### config.mk
export PLATFORM = sky130hd
export DESIGN_NAME = bcd_rtc_core_flat
export DESIGN_NICKNAME = d
export VERILOG_FILES = /design/src/rtl/bcd_rtc_core_pkg.sv /design/src/rtl/bcd_rtc_core_if.sv /design/src/rtl/bcd_rtc_core_bcd2_wrap_counter.sv /design/src/rtl/bcd_rtc_core.sv /design/src/flat_wrapper.sv
export SDC_FILE = /design/constraint.sdc
export NUM_CORES = 1
export LEC_CHECK = 0
export ABC_CLOCK_PERIOD_IN_PS = 3340
export CAP_MARGIN = 20
export CORE_UTILIZATION = 32
export CTS_CLUSTER_DIAMETER = 100
export CTS_CLUSTER_SIZE = 12
export DETAILED_ROUTE_END_ITERATION = 6
export GPL_TIMING_DRIVEN = 0
export PLACE_DENSITY = 0.64
export SYNTH_ARGS = -nofsm -noshare
export SYNTH_HDL_FRONTEND = slang
export SYNTH_SLANG_ARGS = --single-unit
### constraint.sdc
create_clock -name clk -period 3.34 [get_ports clk]
set_input_delay 0.835 -clock clk [delete_from_list [all_inputs] [get_ports clk]]
set_output_delay 0.835 -clock clk [all_outputs]
set_load 0.01 [all_outputs]
### src/rtl/bcd_rtc_core_pkg.sv
// Shared constants and BCD calendar helpers for the real-time clock core.
// Reset date, weekday encoding, month lengths, leap-year and 4-digit BCD increment.
package bcd_rtc_core_pkg;

  typedef enum logic [3:0] {
    WD_SUN = 4'd0,
    WD_MON = 4'd1,
    WD_TUE = 4'd2,
    WD_WED = 4'd3,
    WD_THU = 4'd4,
    WD_FRI = 4'd5,
    WD_SAT = 4'd6
  } weekday_e;

  localparam logic [15:0] RST_YEAR   = 16'h2023;
  localparam logic [7:0]  RST_MONTH  = 8'h01;
  localparam logic [7:0]  RST_DAY    = 8'h01;
  localparam logic [7:0]  RST_HOUR   = 8'h00;
  localparam logic [7:0]  RST_MINUTE = 8'h00;
  localparam logic [7:0]  RST_SEC    = 8'h00;
  localparam logic [3:0]  RST_WEEK   = WD_SUN;

  localparam logic [7:0] MLEN_28 = 8'h28;
  localparam logic [7:0] MLEN_29 = 8'h29;
  localparam logic [7:0] MLEN_30 = 8'h30;
  localparam logic [7:0] MLEN_31 = 8'h31;

  localparam logic [7:0] SEC_WRAP   = 8'h59;
  localparam logic [7:0] MIN_WRAP   = 8'h59;
  localparam logic [7:0] HOUR_WRAP  = 8'h23;
  localparam logic [7:0] MONTH_WRAP = 8'h12;

  // 10*T + U is divisible by 4 iff (2*T + U) is, so only T's parity matters.
  function automatic logic bcd2_div4(input logic [7:0] v);
    if (v[4]) return (v[3:0] == 4'd2) || (v[3:0] == 4'd6);
    else      return (v[3:0] == 4'd0) || (v[3:0] == 4'd4) || (v[3:0] == 4'd8);
  endfunction

  function automatic logic is_leap(input logic [15:0] y);
    if (y[7:0] != 8'h00) return bcd2_div4(y[7:0]);
    else                 return bcd2_div4(y[15:8]);
  endfunction

  function automatic logic [7:0] month_len(input logic [7:0] m, input logic leap);
    case (m)
      8'h02:                      return leap ? MLEN_29 : MLEN_28;
      8'h04, 8'h06, 8'h09, 8'h11: return MLEN_30;
      default:                    return MLEN_31;
    endcase
  endfunction

  function automatic logic [15:0] bcd4_inc(input logic [15:0] v);
    logic [15:0] r;
    logic        c;
    r = v;
    c = 1'b1;
    for (int i = 0; i < 4; i++) begin
      if (c) begin
        if (v[4*i +: 4] >= 4'd9) begin
          r[4*i +: 4] = 4'd0;
        end else begin
          r[4*i +: 4] = v[4*i +: 4] + 4'd1;
          c = 1'b0;
        end
      end
    end
    return r;
  endfunction

endpackage

### src/rtl/bcd_rtc_core_if.sv
// Control, load and time-readout bundle of the RTC core.
// master drives run/load and reads the time; slave is the core.
interface bcd_rtc_core_if;
  logic        run;
  logic        load;
  logic [15:0] load_year;
  logic [7:0]  load_month;
  logic [7:0]  load_day;
  logic [7:0]  load_hour;
  logic [7:0]  load_minute;
  logic [7:0]  load_sec;
  logic [3:0]  load_week;
  logic [15:0] year;
  logic [7:0]  month;
  logic [7:0]  day;
  logic [7:0]  hour;
  logic [7:0]  minute;
  logic [7:0]  sec;
  logic [3:0]  week;
  logic        tick_1hz;

  modport master (
    output run, load, load_year, load_month, load_day, load_hour, load_minute, load_sec, load_week,
    input  year, month, day, hour, minute, sec, week, tick_1hz
  );

  modport slave (
    input  run, load, load_year, load_month, load_day, load_hour, load_minute, load_sec, load_week,
    output year, month, day, hour, minute, sec, week, tick_1hz
  );
endinterface

### src/rtl/bcd_rtc_core_bcd2_wrap_counter.sv
// Two-digit BCD counter with load, programmable wrap and restart values.
// Registered count; carry_out is combinational so a whole carry chain settles in one edge.
module bcd2_wrap_counter (
  input  logic       clk,
  input  logic       rst,
  input  logic [7:0] rst_val,
  input  logic       load,
  input  logic [7:0] load_val,
  input  logic       inc,
  input  logic [7:0] wrap_val,
  input  logic [7:0] restart_val,
  output logic [7:0] q,
  output logic       carry_out
);

  // >= rather than == so a loaded out-of-range value still wraps instead of locking up.
  logic       at_wrap;
  logic [7:0] nxt;

  assign at_wrap   = (q >= wrap_val);
  assign carry_out = inc && at_wrap;

  always_comb begin
    nxt = q;
    if (at_wrap)              nxt = restart_val;
    else if (q[3:0] >= 4'd9)  nxt = {q[7:4] + 4'd1, 4'd0};
    else                      nxt = {q[7:4], q[3:0] + 4'd1};
  end

  always_ff @(posedge clk) begin
    if (rst)       q <= rst_val;
    else if (load) q <= load_val;
    else if (inc)  q <= nxt;
  end

endmodule

### src/rtl/bcd_rtc_core.sv
// BCD calendar clock: 1 Hz prescaler plus sec..year carry chain, all outputs registered.
// Load wins over a coincident tick and clears the prescaler; run=0 freezes everything.
module bcd_rtc_core
  import bcd_rtc_core_pkg::*;
#(
  parameter int CLK_HZ = 100_000_000
) (
  input  logic            clk,
  input  logic            rst,
  bcd_rtc_core_if.slave   bus
);

  localparam int             PW = (CLK_HZ > 1) ? $clog2(CLK_HZ) : 1;
  localparam logic [PW-1:0]  TC = PW'(CLK_HZ - 1);

  logic [PW-1:0] presc;
  logic          tick;
  logic          tick_q;
  logic [15:0]   year_q;
  logic [3:0]    week_q;
  logic [7:0]    sec_q, minute_q, hour_q, day_q, month_q;
  logic          c_sec, c_minute, c_hour, c_day, c_month;
  logic [7:0]    mlen;

  assign tick = bus.run && !bus.load && (presc == TC);
  assign mlen = month_len(month_q, is_leap(year_q));

  bcd2_wrap_counter u_sec (
    .clk(clk), .rst(rst), .rst_val(RST_SEC), .load(bus.load), .load_val(bus.load_sec),
    .inc(tick), .wrap_val(SEC_WRAP), .restart_val(8'h00), .q(sec_q), .carry_out(c_sec)
  );

  bcd2_wrap_counter u_minute (
    .clk(clk), .rst(rst), .rst_val(RST_MINUTE), .load(bus.load), .load_val(bus.load_minute),
    .inc(c_sec), .wrap_val(MIN_WRAP), .restart_val(8'h00), .q(minute_q), .carry_out(c_minute)
  );

  bcd2_wrap_counter u_hour (
    .clk(clk), .rst(rst), .rst_val(RST_HOUR), .load(bus.load), .load_val(bus.load_hour),
    .inc(c_minute), .wrap_val(HOUR_WRAP), .restart_val(8'h00), .q(hour_q), .carry_out(c_hour)
  );

  bcd2_wrap_counter u_day (
    .clk(clk), .rst(rst), .rst_val(RST_DAY), .load(bus.load), .load_val(bus.load_day),
    .inc(c_hour), .wrap_val(mlen), .restart_val(8'h01), .q(day_q), .carry_out(c_day)
  );

  bcd2_wrap_counter u_month (
    .clk(clk), .rst(rst), .rst_val(RST_MONTH), .load(bus.load), .load_val(bus.load_month),
    .inc(c_day), .wrap_val(MONTH_WRAP), .restart_val(8'h01), .q(month_q), .carry_out(c_month)
  );

  always_ff @(posedge clk) begin
    if (rst) begin
      presc  <= '0;
      tick_q <= 1'b0;
      year_q <= RST_YEAR;
      week_q <= RST_WEEK;
    end else begin
      tick_q <= tick;
      if (bus.load)     presc <= '0;
      else if (bus.run) presc <= (presc == TC) ? '0 : presc + PW'(1);
      if (bus.load)         year_q <= bus.load_year;
      else if (c_month)     year_q <= bcd4_inc(year_q);
      // The weekday follows every day advance, including month and year rollovers.
      if (bus.load)         week_q <= bus.load_week;
      else if (c_hour)      week_q <= (week_q >= WD_SAT) ? 4'd0 : week_q + 4'd1;
    end
  end

  assign bus.year     = year_q;
  assign bus.month    = month_q;
  assign bus.day      = day_q;
  assign bus.hour     = hour_q;
  assign bus.minute   = minute_q;
  assign bus.sec      = sec_q;
  assign bus.week     = week_q;
  assign bus.tick_1hz = tick_q;

endmodule

### src/flat_wrapper.sv
// flat-port wrapper written by rule: the top's interface ports become plain ports
module bcd_rtc_core_flat import bcd_rtc_core_pkg::*;
#(
  parameter int CLK_HZ = 100_000_000
)
  (clk, rst, bus_run, bus_load, bus_load_year, bus_load_month, bus_load_day, bus_load_hour, bus_load_minute, bus_load_sec, bus_load_week, bus_year, bus_month, bus_day, bus_hour, bus_minute, bus_sec, bus_week, bus_tick_1hz);
  bcd_rtc_core_if bus_i ();
  input  logic clk;
  input  logic rst;
  input wire logic [$bits(bus_i.run)-1:0] bus_run;
  input wire logic [$bits(bus_i.load)-1:0] bus_load;
  input wire logic [$bits(bus_i.load_year)-1:0] bus_load_year;
  input wire logic [$bits(bus_i.load_month)-1:0] bus_load_month;
  input wire logic [$bits(bus_i.load_day)-1:0] bus_load_day;
  input wire logic [$bits(bus_i.load_hour)-1:0] bus_load_hour;
  input wire logic [$bits(bus_i.load_minute)-1:0] bus_load_minute;
  input wire logic [$bits(bus_i.load_sec)-1:0] bus_load_sec;
  input wire logic [$bits(bus_i.load_week)-1:0] bus_load_week;
  output wire logic [$bits(bus_i.year)-1:0] bus_year;
  output wire logic [$bits(bus_i.month)-1:0] bus_month;
  output wire logic [$bits(bus_i.day)-1:0] bus_day;
  output wire logic [$bits(bus_i.hour)-1:0] bus_hour;
  output wire logic [$bits(bus_i.minute)-1:0] bus_minute;
  output wire logic [$bits(bus_i.sec)-1:0] bus_sec;
  output wire logic [$bits(bus_i.week)-1:0] bus_week;
  output wire logic [$bits(bus_i.tick_1hz)-1:0] bus_tick_1hz;
  assign bus_i.run = bus_run;
  assign bus_i.load = bus_load;
  assign bus_i.load_year = bus_load_year;
  assign bus_i.load_month = bus_load_month;
  assign bus_i.load_day = bus_load_day;
  assign bus_i.load_hour = bus_load_hour;
  assign bus_i.load_minute = bus_load_minute;
  assign bus_i.load_sec = bus_load_sec;
  assign bus_i.load_week = bus_load_week;
  assign bus_year = bus_i.year;
  assign bus_month = bus_i.month;
  assign bus_day = bus_i.day;
  assign bus_hour = bus_i.hour;
  assign bus_minute = bus_i.minute;
  assign bus_sec = bus_i.sec;
  assign bus_week = bus_i.week;
  assign bus_tick_1hz = bus_i.tick_1hz;
  bcd_rtc_core #(.CLK_HZ(CLK_HZ)) u_core (.clk(clk), .rst(rst), .bus(bus_i));
endmodule
---- After elaboration in Yosys (flattened, before gate mapping) ----
Cells that the tools add are included.
cells by class
  add/subtract/negate cells ............... 16
  order comparisons ....................... 15
  equality and inequality tests ........... 14
  multiplexer cells ....................... 52
  reductions and logical operators ........ 41
operators with widths
  cell                   number
  $mux 8                 20
  $add 4x1->4 const B    15
  $mux 4                 10
  $ge 4x4->1 const B     9
  $mux 16                2
  $add 27x1->27 const B  1
  $eq 27x27->1 const B   1
  $mux 27                1
  $mux 1                 18
  $reduce_bool 2->1      9
  $eq 4x3->1 const B     4
  $eq 8x3->1 const B     2
  $ge 8x7->1 const B     2
  $pmux 8 s2             1
  $reduce_and 2->1       8
  $reduce_bool 3->1      5
  $eq 4x2->1 const B     2
  $eq 4x4->1 const B     2
  $eq 8x2->1 const B     1
  $eq 8x4->1 const B     1
  $eq 8x5->1 const B     1
  $ge 8x5->1 const B     1
  $ge 8x6->1 const B     1
  $ge 8x8->1             1
  other kinds (8)        20
storage, ports and cells
  register bits after elaboration ......... 88
  input bits .............................. 64

---- Depth between registers and ports, before layout ----
  word-level depth ........................ 24
  gate-level depth with buffers ........... 15
  depth with buffers taken out ............ 14

---- Cells and area by module ----
From an unflattened synthesis, not the netlist that was laid out.
second synthesis, totals
  cells, all modules ...................... 863
  area total of the unflattened synthesis .. 7,410.9 sq um
by module, submodules not included
  module             times used  cells an instance  area an instance (sq um)
  bcd2_wrap_counter  5           103                907.1
  bcd_rtc_core       1           348                2,875.3

---- Worst setup path before layout ----
OpenSTA, ideal clock, no wires.
  path kind ............................... register -> register
  from .................................... register u_core.year_q[0] (netlist: u_core.bus.year[0])
  to ...................................... register u_core.u_month.q[4]
  library setup time ...................... 0.095 ns
  data arrival time ....................... 3.002 ns
  data required time ...................... 3.245 ns
  slack ................................... 0.243 ns
  stages on the path, launching flop included .. 15
  path buffers ............................ 1
  path through ............................ dfxtp_1 inv_1 ha_1 nand2_1 nor4_1 mux2_2 nor2_1 a21oi_1 ha_1 nor4b_1 o211ai_1 nor2_1 nor3_2 buf_2 a221oi_1
between the ends
  word-level cells in the longest chain between the ends .. 11
  elaborated cells on any way between the ends .. 17
  those cells by class .................... order compare (1); eq/ne (4); mux (4); reduce/logical (8)
RTL lines
  element                                               RTL line                              RTL
  start: declaration                                    bcd_rtc_core.sv:19                    logic [15:0] year_q;
  start signal: assignment                              bcd_rtc_core.sv:63                    if (bus.load) year_q <= bus.load_year;
  start signal: assignment                              bcd_rtc_core.sv:64                    else if (c_month) year_q <= bcd4_inc(year_q);
  $eq 4x3->1 / $logic_not 4->1 (equally long branches)  bcd_rtc_core_pkg.sv:36                else return (v[3:0] == 4'd0) || (v[3:0] == 4'd4) || (v[3:0] == 4'd8);
  $logic_or 1x1->1 (2 in a row)                         bcd_rtc_core_pkg.sv:36
  $mux 1                                                bcd_rtc_core_pkg.sv:35                if (v[4]) return (v[3:0] == 4'd2) || (v[3:0] == 4'd6);
  $mux 1 (*)                                            bcd_rtc_core_pkg.sv:40                if (y[7:0] != 8'h00) return bcd2_div4(y[7:0]);
  $mux 1 (*)                                            bcd_rtc_core_pkg.sv:46                8'h02: return leap ? MLEN_29 : MLEN_28;
  $pmux 8 s2 (*)                                        bcd_rtc_core_pkg.sv:45                case (m)
  $ge 8x8->1 (*)                                        bcd_rtc_core_bcd2_wrap_counter.sv:20  assign at_wrap = (q >= wrap_val);
  $logic_and 1x1->1 (*)                                 bcd_rtc_core_bcd2_wrap_counter.sv:21  assign carry_out = inc && at_wrap;
  $reduce_bool 2->1 (no source line) (*)                n/a
  $reduce_and 2->1 (no source line) (*)                 n/a
  end signal: assignment                                bcd_rtc_core_bcd2_wrap_counter.sv:31  if (rst) q <= rst_val;
  end signal: assignment                                bcd_rtc_core_bcd2_wrap_counter.sv:32  else if (load) q <= load_val;
  end signal: assignment                                bcd_rtc_core_bcd2_wrap_counter.sv:33  else if (inc) q <= nxt;
  end: declaration                                      bcd_rtc_core_bcd2_wrap_counter.sv:12  output logic [7:0] q,
Mark *: on every way between the ends. The rest lies on a longest branch, timed or not.
A chain may end at the register's enable or synchronous reset.

---- Worst setup path in the final report ----
  from .................................... register u_core.u_month.q[4]
  to ...................................... register u_core.u_month.q[2]
between the ends
  word-level cells in the longest chain between the ends .. 6
  elaborated cells on any way between the ends .. 14
  those cells by class .................... order compare (2); eq/ne (5); mux (4); reduce/logical (3)
RTL lines
  element                                   RTL line
  $eq 8x3->1, or another cell as far along  bcd_rtc_core_pkg.sv:45
  $reduce_or 4->1                           bcd_rtc_core_pkg.sv:45
  $pmux 8 s2                                bcd_rtc_core_pkg.sv:45
  $ge 8x8->1                                bcd_rtc_core_bcd2_wrap_counter.sv:20
  $logic_and 1x1->1                         bcd_rtc_core_bcd2_wrap_counter.sv:21
  $reduce_bool 2->1 (no source line)        n/a
Several ways; a longest one is shown, not always the timed one. The select of a mux whose other input is x is not followed.

==> flow_results.org <==
** Run status
- Status :: finished clean

** Critical path
- Along the worst path, the maximum fanout reaches 6.
- Cell chain of the critical path :: inv_1, ha_1, nor2b_1, nand4b_1, nor2_4, a21oi_2, ha_1, nor4b_2, o211ai_1, buf_4, nor2_4, nor3_4, buf_6, buf_4, a32o_1
- Among all stages on the critical path, the largest delay is contributed by sky130_fd_sc_hd__dfxtp_1.
- Number of cell instances on the worst register-to-register path :: 15
- Data arrives at the worst endpoint at 3450 ps.
- Worst setup path category :: flip-flop to flip-flop
- Element type at the critical path end :: flip-flop
- WP data required :: between 3000 and 4000 ps
- Critical Path Source Type :: flip-flop
- Peak per-stage delay on the critical path :: 370 ps

** Global route
- First-pass GRT wire length :: about 26000 µm
- For this run the aggregate overflow at the end of global routing stands at 0.
- Entering global routing, the biggest net connects 16 pins.
- Tot GR Track Use :: about a fifth
- The number of antenna violations at the first check in global routing came to 0.
- Number of global-route vias before repair :: between 4000 and 5000

** Synth
- Sequential area share after synthesis :: between 30% and 40%
- Counting flops and latches in the post-synthesis netlist gives slightly below 90.
- Synthesized cell area :: around 0.0053 mm²
- Leading cell type by number of instances after synthesis :: sky130_fd_sc_hd__nor2_1
- The synthesized design devotes to its leading area cell type between 30% and 40% of total area.
- Post-synthesis compound-gate area fraction :: 22.1%
- Synthesis handed over a netlist of 650 instances.
- Top post-synthesis cells by area :: sky130_fd_sc_hd__dfxtp_1 33%, sky130_fd_sc_hd__ha_1 12%, sky130_fd_sc_hd__nor2_1 6.4%
- The number of nets in the synthesized netlist is 764.
- In this run, distinct cell masters in the synthesized netlist total between 50 and 60.
- Among all flip-flop cells after synthesis, the most frequent one is sky130_fd_sc_hd__dfxtp_1.
- Parity-gate share of the synthesized area counting xor and xnor cells :: 4.77%
- Multiplexer cells account for 1.15% of the synthesized area.
- For this run, the number of Yosys warnings is 0.
- By count the netlist is led by 91 x sky130_fd_sc_hd__nor2_1, 88 x sky130_fd_sc_hd__dfxtp_1, 50 x sky130_fd_sc_hd__ha_1.
- After Yosys synthesis, full adders, half adders and majority gates account for a little under an eighth of the synthesized area.
- After synthesis, the largest family of logic cells by area is simple AND/OR/NAND/NOR gates.
- Proportion of register bits with asynchronous set or reset after synthesis :: 0%
- The synthesized design contains 0 enable-type register cells.
- Averaged over all synthesized cells, the footprint is roughly 8.2 µm².
- Summing the areas of all and, or, nand and nor instances in the mapped netlist gives between 20% and 30% of the synthesized area.
- Cell taking the most area after synthesis :: sky130_fd_sc_hd__dfxtp_1

** STA
- Total setup violations reported at the end of the flow :: 0
- The hold violation count in the final report came to 0.
- At the pin with the least slew margin, the transition time is roughly 840 ps.
- Upper clock frequency limit :: approximately 0.31 GHz
- Counting I/O delays and the setup requirement, the final critical path takes ~3200 ps.
- Final clock skew :: between 10 and 15 ps
- Remaining max-slew budget at the tightest pin :: around 44%
- Number of max-slew violations in the final report :: 0
- Crit share post-route :: 96.1%
- Total negative setup slack :: 0 ps
- Tightest hold margin :: 490 ps

** CTS
- Clock tree from TritonCTS :: built
- Hold-fix buffers, CTS :: 0
- Buffer cell driving the clock tree root :: sky130_fd_sc_hd__clkbuf_16
- Insertion delay to the later sink of the worst-skew pair :: about 350 ps
- After clock tree synthesis, the clock-pin slew on the worst setup and hold paths is approximately 70 ps.
- Max clock buf depth :: 2
- Clock tree synthesis inserted a total of 9 buffers.
- Maximum level of the CTS H-tree :: 3
- Clock tree sinks :: 88

** Placement
- After detailed placement, the design holds a cell count of between 900 and 1000.
- Port bufs :: about 120
- Placed wire-length estimate after detailed placement :: roughly 12000 µm
- Final weighted congestion of routability-driven global placement :: approximately 0.85
- Summing all placed instances gives a cell area of 0.00681 mm².

** Drt
- Number of detailed-routing iterations run before antenna repair :: 4
- Drt initial violations :: 461
- Post-route ant nets :: 0
- In the final routed layout, each cell accounts on average for between 15 and 20 µm.
- Using the TritonRoute via totals, the vias-per-cell ratio works out to between 5 and 6.
- Via total after detailed routing :: 5418
- For this run, design rule violations remaining after detail routing come to 0.
- The routed design has 17000 µm of wire.

** Floorplan
- about 130 I/O pins were placed.
- The die covers roughly 0.017 mm².
- Row generation in the floorplan step produced 46 rows.
- Placeable Area :: 0.0161 mm²
- In this run the horizontal extent of the chip is about 130 µm.
- Initial Utilization :: 33.2%
- The floorplan step set the die height to approximately 130 µm.

** Final layout
- Area of the multi-input gates :: between 0.003 and 0.004 mm²
- Post-route design area :: approximately 0.0074 mm²
- In the final layout, the share of cells above drive strength 1 is 11.4%.
- Sequential cell area in the final layout :: between 0.0015 and 0.002 mm²
- Layout fillers :: between 1500 and 2000
- The number of antenna diodes in the final layout is 0.
- The finished layout holds 1021 standard cells, fillers aside.
- Area growth from synthesis to layout :: 39.7%
- After the last flow step, the layout net total stands at a little over 900.

** Pwr
- For this design the static power due to leakage is between 2 and 3 nW.
- Across the VDD grid, the largest voltage drop is 0.000289 V.
- For this design the ratio of total power to cell area is 365 mW/mm².
- The design draws around 2.7 mW.

** Hold path
- The min-delay analysis places its worst path in the category flip-flop to flip-flop.
- Hold Path Cell Cnt :: 2

** Flow run
- Max Cap Viol :: 0
power by group:
group / leakage [nW] / internal (mW) / total (mW) / switching [mW]
registers: 0.717 / 1.08 / 1.13 / 0.0502
logic: 1.82 / 0.230 / 0.476 / 0.246
clock network: 0.160 / 0.657 / 1.11 / 0.451
total: 2.70 / 1.97 / 2.71 / 0.747
final timing paths:
kind | startpoint | to | slack [ps]
min | u_core.u_hour.q[6] | u_core.u_hour.q[6] | 490
max reg2reg | u_core.u_month.q[4] | u_core.u_month.q[2] | 130
max | u_core.u_month.q[4] | u_core.u_month.q[2] | 130
min reg2reg | u_core.u_hour.q[6] | u_core.u_hour.q[6] | 490
worst max-delay path: cells and delay by family (launching register included):
kind | cells | cell delay (ps)
simple gates | 6 | 1200
buf+inv | 4 | 610
fa+ha+maj | 2 | 490
compound gates | 3 | 450
flops | 1 | 370
layer usage:
metal,global-route usage [%],share of wire (%)
met5,0,0
met2,31.0,46
met3,5.33,8.0
met1,26.9,45
met4,4.94,1.0
layout by cell type (no fill, tap or decap), drive strengths merged, types with 4 or more instances in the layout:
cell           Yosys  final
a32oi              7      7
o31ai              6      6
nor2              92     92
mux2i              5      5
clkdlybuf4s50      0    121
nand4             10     10
dfxtp             88     88
a21boi             4      4
a221oi            11     11
inv               42     44
buf                8     26
o21ai             22     22
nor4               4      4
a22oi             13     13
ha                50     50
o41ai              5      5
and3               6      6
nand2b             7      7
xnor2             15     15
a21oi             38     38
nor4b              4      4
a31oi              7      7
nor2b              5      5
a211oi            20     20
a311oi             8      8
xor2              14     14
o211ai             4      4
nor3              16     16
nand2             43     43
clkbuf            20     29
or3                6      6
a32o              10     10
nand3             31     31
state kept, by name, indices dropped and copies added, names as in the netlist:
register             cells
u_core.presc            27
u_core.bus.year         16
u_core.u_day.q           8
u_core.u_hour.q          8
u_core.u_minute.q        8
u_core.u_month.q         8
u_core.u_sec.q           8
u_core.bus.week          4
u_core.bus.tick_1hz      1
timing repair:
| item | 4_1_cts | 5_1_grt |
|---|---|---|
| gates resized for setup | 11 | 47 |
| endpoints found under the setup margin | 30 | 33 |
| setup buffers | 8 | 11 |
| pin swaps | 5 | 14 |
stage by stage:
stage	setup WS, ps	util (%)
2_1_floorplan	243	-
3_3_place_gp	-337	42.4
3_5_place_dp	-368	42.4
4_1_cts	6.43	45.0
5_1_grt	-14.6	46.3
6_report	132	46.3
area by class of cell:
class / count / share of cell area, %
Sequential cell: 88 / 24.0
Timing Repair Buffer: 140 / 18.2
Clock inverter: 7 / 1.24
Multi-Input combinational cell: 492 / 46.1
Buffer: 27 / 1.58
Inverter: 42 / 2.19
Tap cell: 216 / 3.63
Clock buffer: 9 / 3.03
kinds of logic after synthesis:
group                    after synthesis
buffers and inverters                 70
flip-flops                            88
multiplexers                           6
adder cells (fa/ha/maj)               50
AND/OR/NAND/NOR                      240
XOR/XNOR                              29
AO/OA/AOI/OAI                        167
Power figures use the tool's default switching activity.
